`src/rtl/arb_pkg.sv`:
```
`default_nettype none
// +----------------------------------------------------------------------+
// | arb_pkg: shared defaults, state encoding and quantum helper for the  |
// | weighted round-robin arbiter.            Revision: 1.0               |
// +----------------------------------------------------------------------+
package arb_pkg;

  localparam int DEF_N  = 4;
  localparam int DEF_WW = 4;

  typedef enum logic [0:0] {
    IDLE  = 1'b0,
    GRANT = 1'b1
  } state_t;

  // A zero weight still earns one grant cycle so no requester can be starved.
  function automatic logic [31:0] eff_quantum(input logic [31:0] w);
    return (w == 32'd0) ? 32'd1 : w;
  endfunction

endpackage
`default_nettype wire

```
`src/rtl/rr_pick.sv`:
```
`default_nettype none
// +----------------------------------------------------------------------+
// | rr_pick: combinational rotating priority encoder, lowest index at or |
// | after start wins, wrapping past N-1.     Revision: 1.0               |
// +----------------------------------------------------------------------+
module rr_pick #(
  parameter int N   = 4,
  parameter int IDW = $clog2(N)
) (
  input  logic [N-1:0]   req,
  input  logic [IDW-1:0] start,
  output logic           found,
  output logic [IDW-1:0] idx,
  output logic [N-1:0]   onehot
);

  logic [2*N-1:0] w_masked;
  logic [IDW:0]   w_sel;

  // Upper copy of req catches winners that lie below start after wrapping.
  assign w_masked = {req, req} & ({(2*N){1'b1}} << start);

  always_comb begin
    found = 1'b0;
    w_sel = '0;
    for (int i = 2*N-1; i >= 0; i--) begin
      if (w_masked[i]) begin
        found = 1'b1;
        w_sel = (IDW+1)'(i);
      end
    end
    if (w_sel >= (IDW+1)'(N)) idx = IDW'(w_sel - (IDW+1)'(N));
    else                      idx = IDW'(w_sel);
    onehot = found ? (N'(1) << idx) : '0;
  end

endmodule
`default_nettype wire

```
`src/rtl/wrr_arbiter.sv`:
```
`default_nettype none
// +----------------------------------------------------------------------+
// | wrr_arbiter: N-way weighted round-robin arbiter with registered      |
// | one-hot grant and early release.         Revision: 1.0               |
// +----------------------------------------------------------------------+
module wrr_arbiter
  import arb_pkg::*;
#(
  parameter int N   = DEF_N,
  parameter int WW  = DEF_WW,
  parameter int IDW = $clog2(N)
) (
  input  logic            clk,
  input  logic            rst,
  input  logic [N-1:0]    req,
  input  logic [N*WW-1:0] weight,
  output logic [N-1:0]    grant,
  output logic            grant_valid,
  output logic [IDW-1:0]  grant_id
);

  state_t         r_state, w_state_nxt;
  logic [IDW-1:0] r_holder, w_holder_nxt;
  logic [WW:0]    r_count, w_count_nxt;
  logic [WW:0]    r_quantum, w_quantum_nxt;
  logic [IDW-1:0] r_ptr, w_ptr_nxt;
  logic [N-1:0]   r_grant, w_grant_nxt;

  logic           w_keep;
  logic [IDW-1:0] w_start;
  logic           w_found;
  logic [IDW-1:0] w_idx;
  logic [N-1:0]   w_onehot;
  logic [WW-1:0]  w_wsel;

  function automatic logic [IDW-1:0] inc_wrap(input logic [IDW-1:0] x);
    return (x == IDW'(N-1)) ? '0 : x + IDW'(1);
  endfunction

  assign w_keep  = (r_state == GRANT) && req[r_holder] && (r_count < r_quantum);
  assign w_start = (r_state == GRANT) ? inc_wrap(r_holder) : r_ptr;

  rr_pick #(.N(N), .IDW(IDW)) u_pick (
    .req    (req),
    .start  (w_start),
    .found  (w_found),
    .idx    (w_idx),
    .onehot (w_onehot)
  );

  always_comb begin
    w_wsel = '0;
    for (int i = 0; i < N; i++) begin
      if (w_idx == IDW'(i)) w_wsel = weight[i*WW +: WW];
    end
  end

  always_comb begin
    w_state_nxt   = r_state;
    w_holder_nxt  = r_holder;
    w_count_nxt   = r_count;
    w_quantum_nxt = r_quantum;
    w_ptr_nxt     = r_ptr;
    w_grant_nxt   = r_grant;
    if (w_keep) begin
      w_count_nxt = r_count + (WW+1)'(1);
    end else if (w_found) begin
      w_state_nxt   = GRANT;
      w_holder_nxt  = w_idx;
      w_grant_nxt   = w_onehot;
      w_count_nxt   = (WW+1)'(1);
      w_quantum_nxt = (WW+1)'(eff_quantum(32'(w_wsel)));
      w_ptr_nxt     = inc_wrap(w_idx);
    end else begin
      // ptr already points past the last holder, so it is left alone here.
      w_state_nxt = IDLE;
      w_grant_nxt = '0;
      w_count_nxt = '0;
    end
  end

  always_ff @(posedge clk or posedge rst) begin
    if (rst) begin
      r_state   <= IDLE;
      r_holder  <= '0;
      r_count   <= '0;
      r_quantum <= '0;
      r_ptr     <= '0;
      r_grant   <= '0;
    end else begin
      r_state   <= w_state_nxt;
      r_holder  <= w_holder_nxt;
      r_count   <= w_count_nxt;
      r_quantum <= w_quantum_nxt;
      r_ptr     <= w_ptr_nxt;
      r_grant   <= w_grant_nxt;
    end
  end

  assign grant       = r_grant;
  assign grant_valid = |r_grant;
  assign grant_id    = (r_state == GRANT) ? r_holder : '0;

endmodule
`default_nettype wire

```
`config.mk`:
```
export PLATFORM = sky130hd
export DESIGN_NAME = wrr_arbiter
export DESIGN_NICKNAME = d
export VERILOG_FILES = /design/src/rtl/arb_pkg.sv /design/src/rtl/rr_pick.sv /design/src/rtl/wrr_arbiter.sv
export SDC_FILE = /design/constraint.sdc
export NUM_CORES = 1
export LEC_CHECK = 0
export BUFFER_PORTS_ARGS = -buffer_cell sky130_fd_sc_hd__buf_2
export CORE_MARGIN = 3
export CORE_UTILIZATION = 56
export CTS_CLUSTER_DIAMETER = 60
export DETAILED_ROUTE_END_ITERATION = 10
export HOLD_SLACK_MARGIN = 0.12
export PLACE_DENSITY = 0.84
export REMOVE_ABC_BUFFERS = 1
export SLEW_MARGIN = 10
export SYNTH_ARGS = -nofsm -noshare
export SYNTH_HDL_FRONTEND = slang
export SYNTH_SLANG_ARGS = --single-unit
```
`constraint.sdc`:
```
create_clock -name clk -period 3.75 [get_ports clk]
set_input_delay 0.75 -clock clk [delete_from_list [all_inputs] [get_ports clk]]
set_output_delay 0.75 -clock clk [all_outputs]
set_load 0.01 [all_outputs]
```
==> reports/results.env <==
RUN_STATUS='finished, final reports clean'
CAP_VIOL_MAX_COUNT=0
WORST_HOLD_PATH.NUM_CELLS=1
NUMBER_OF_ENABLE_FLIP_FLOP_CELLS_AFTER_SYNTHESIS=0
DIE_HEIGHT_UM=51.73
POSTSYNTH.ASYNCRESETSHARE=1.000
FINALCRITICALPERIOD_NS=2.877
HOLD_VIOLATIONS=0
SYNTH_CELL_TYPES=37
DRC=0
TRANSITION_TIME_OF_THE_TIGHTEST_SLEW_CHECK_PIN_NS=0.6879
YOSYSTOPAREACELL='dfrtp_1'
WORSTPATHREQUIRED_NS=3.95
SETUP_VIOL_COUNT_FINAL=0
WHS_ENDPOINT='r_quantum[3]'
IOPINCOUNT=29
TIMING.FINAL.MAX_SLEW_VIOLATIONS=0
AVGSYNTHCELLAREA_UM2=9.521
ANTENNA_FOUND_INITIAL=0
CTS_TREE='done'
FIRST_PASS_GRT_WIRE_LENGTH_UM=4098
FINAL_ANTENNA_NET_COUNT=0
MAX-CLOCK-PATH-BUFFERS=2
WORST_R2R_ENDPOINT='r_quantum[0]'
CRIT_ARRIVAL_NS=3.08
POWER_LEAKAGE_uW=0.0006774
CLOCK_TREE.ROOT_CELL='clkbuf_4'
PLACE_WORST_SETUP_SLACK_NS=0.6143
DESIGN.FINAL.NETS=182
SYNTH.TOP_CELLS.BY_AREA='dfrtp_1, ha_1, inv_1'
CLKTRANSATPATHREGS_NS=0.11
CTS.HOLD.BUFFERS_ADDED=0
SETUP.WORST_PATH.END_CLASS='register'
CTS_INSERTED_BUFFERS=3
CHIPWIDTH_UM=51.73
POWER_DENSITY_nW_PER_UM2=815.8
FMAX_MHz=347.5
STD_CELL_ROWS=15
WORST-R2R-CELL-COUNT=11
WORST-R2R-SETUP-SLACK_NS=0.87
DRT_FIRST_PASS_ITERS=4
VIAS=1038
DETAIL_ROUTE.WL_PER_CELL_UM=14.52
ROUTE.FINAL.WIRE_LENGTH_UM=2555
POST-CTS-SETUP-BUFFERS=0
START_UTIL=0.6367
SEQ_AREA_FRAC_SYNTH=0.3846
DIE_AREA_UM2=2676
DRT-VIAS-PER-INSTANCE=5.898
SYNTH_COMMON_CELLS='dfrtp_1, inv_1, nor2_1'
DETAILED_PLACE_HPWL_UM=1984
WORSTSKEWPAIRLATENCY_NS=0.30
WORST_SETUP_PATH_STARTPOINT='r_holder[0]'
MAX_IR_DROP_VDD_V=0.0005519
MIN-DELAY-PATH-CLASS='reg -> reg'
CLASSIFICATION_OF_THE_WORST_SETUP_PATH='reg -> reg'
SYN_AREA_UM2=1171
DIODES=0
CTS_SINKS=18
SYNTH_TOP_AREA_SHARE=0.3846
SETUP_REPAIR_AFTER_GLOBAL_ROUTING_MISSED_ITS_MARGIN='false'
CTS_RESIZED=0
GRT_PASS1_VIAS=939
YOSYS_REGISTER_BITS=18
HOLD_WS_NS=0.5208
TOTAL_NUMBER_OF_YOSYS_WARNINGS=0
STARTPOINT_TYPE='register'
NUMPORTBUFFERS=28
AREA_DELTA_SYNTH_FINAL_PCT=15.60
GRT_START_MAX_NET_PINS=19
GPL.FINAL_WEIGHTED_CONGESTION=0.8262
START_OF_THE_WORST_REGISTER_TO_REGISTER_PATH='r_holder[0]'
SLEW_HEADROOM=0.5409
MOST_FREQUENTLY_USED_FLOP_MASTER_AFTER_SYNTHESIS='dfrtp_1'
CRITICAL_PATH_PEAK_FANOUT=6
GRT_UTIL_ALL_LAYERS=0.2039
DETAIL_ROUTE.ITER0.VIOLATIONS=45
HTREE_LEVELS=1
CORE_AREA_UM2=1839
GRT_REMAINING_OVERFLOW=0
FINAL_MIN_PERIOD_OVER_CLOCK_PERIOD=0.7673
FIN_TNS_SETUP_NS=0
POSTLAYOUTSETUPSLACKWORST_NS=0.8726
LAYOUT-DRIVE-GT1-SHARE=0.2715
WORST_CLOCK_SKEW_NS=0.003290
HP-START='r_quantum[3]'
SYN_INST=123
==> metrics by stage <==
stage | cell area (um2) | util | power [uW] | std cells
6_report | 1354 | 0.7361 | 1104 | 176
3_3_place_gp | 1318 | 0.7163 | 949.7 | 172
4_1_cts | 1354 | 0.7361 | 1101 | 176
3_5_place_dp | 1318 | 0.7163 | 977.7 | 172
2_1_floorplan | 1146 | - | 816.4 | 119
5_1_grt | 1354 | 0.7361 | 1201 | 176
==> cell type report <==
type                       count  area, um2
clock buffer                   4      36.28
fill                         144      485.5
inverter                      18      67.56
multi-input combinational     83      628.1
sequential                    18      450.4
tap                           25      31.28
timing repair buffer          28      140.1
==> sequential cells by signal (all words and copies together) (netlist names) <==
register   flops
r_holder       2
r_count        5
r_ptr          2
grant          4
r_quantum      4
r_state        1
==> worst max path at each step <==
stage                               to  slack [ns]  depth (start not counted)
final                     r_quantum[0]        0.87                         11
after global routing      r_quantum[0]        0.56                         11
after CTS                 r_quantum[0]        0.93                         11
after detailed placement  r_quantum[0]        0.61                         11
after global placement    r_quantum[0]        0.80                         11
after floorplan           r_quantum[0]        1.05                         10
==> where the power goes <==
part           leakage (uW)  internal (uW)  switching, uW
clock             0.0000210           59.3           65.0
sequential         0.000221            275           69.3
combinational      0.000435            300            335
==> layer usage <==
metal,vias up,GRT usage,share of wire
li1,491,-,-
met1,508,0.2546,0.41
met2,35,0.3517,0.54
met3,4,0.04871,0.045
met4,0,0.05240,0.0086
met5,-,0,0
==> kinds of logic after synthesis <==
kind of cell / count (synthesis) / share of synthesized area
compound gates: 31 / 0.1838
simple gates: 30 / 0.1346
mux: 10 / 0.1026
xor+xnor: 4 / 0.02992
fa+ha+maj: 8 / 0.08547
flops: 18 / 0.3846
buf+inv: 22 / 0.07905
==> critical path, cell delays in order, from the launching register on <==
cell and delay (ns):
dfrtp_1 0.43, inv_1 0.13, a21boi_0 0.19, nor2_1 0.07, o211ai_1 0.38, inv_1 0.15, ha_1 0.30, nor2b_1 0.26
a22oi_1 0.11, a221oi_1 0.36, o31ai_1 0.12, mux2_2 0.26
==> placed cells by master, fill, tap and decap left out, drive strengths merged, types with 3 or more instances in the layout <==
master  netlist  routed
buf           3      28
inv          18      18
dfrtp        18      18
nor2         10      10
o21ai         8       8
ha            8       8
mux2          6       6
nand3         6       6
a22oi         4       4
a21oi         4       4
clkbuf        1       4
nor2b         3       3
mux2i         3       3
No activity file was read; power rests on OpenSTA's default activity.
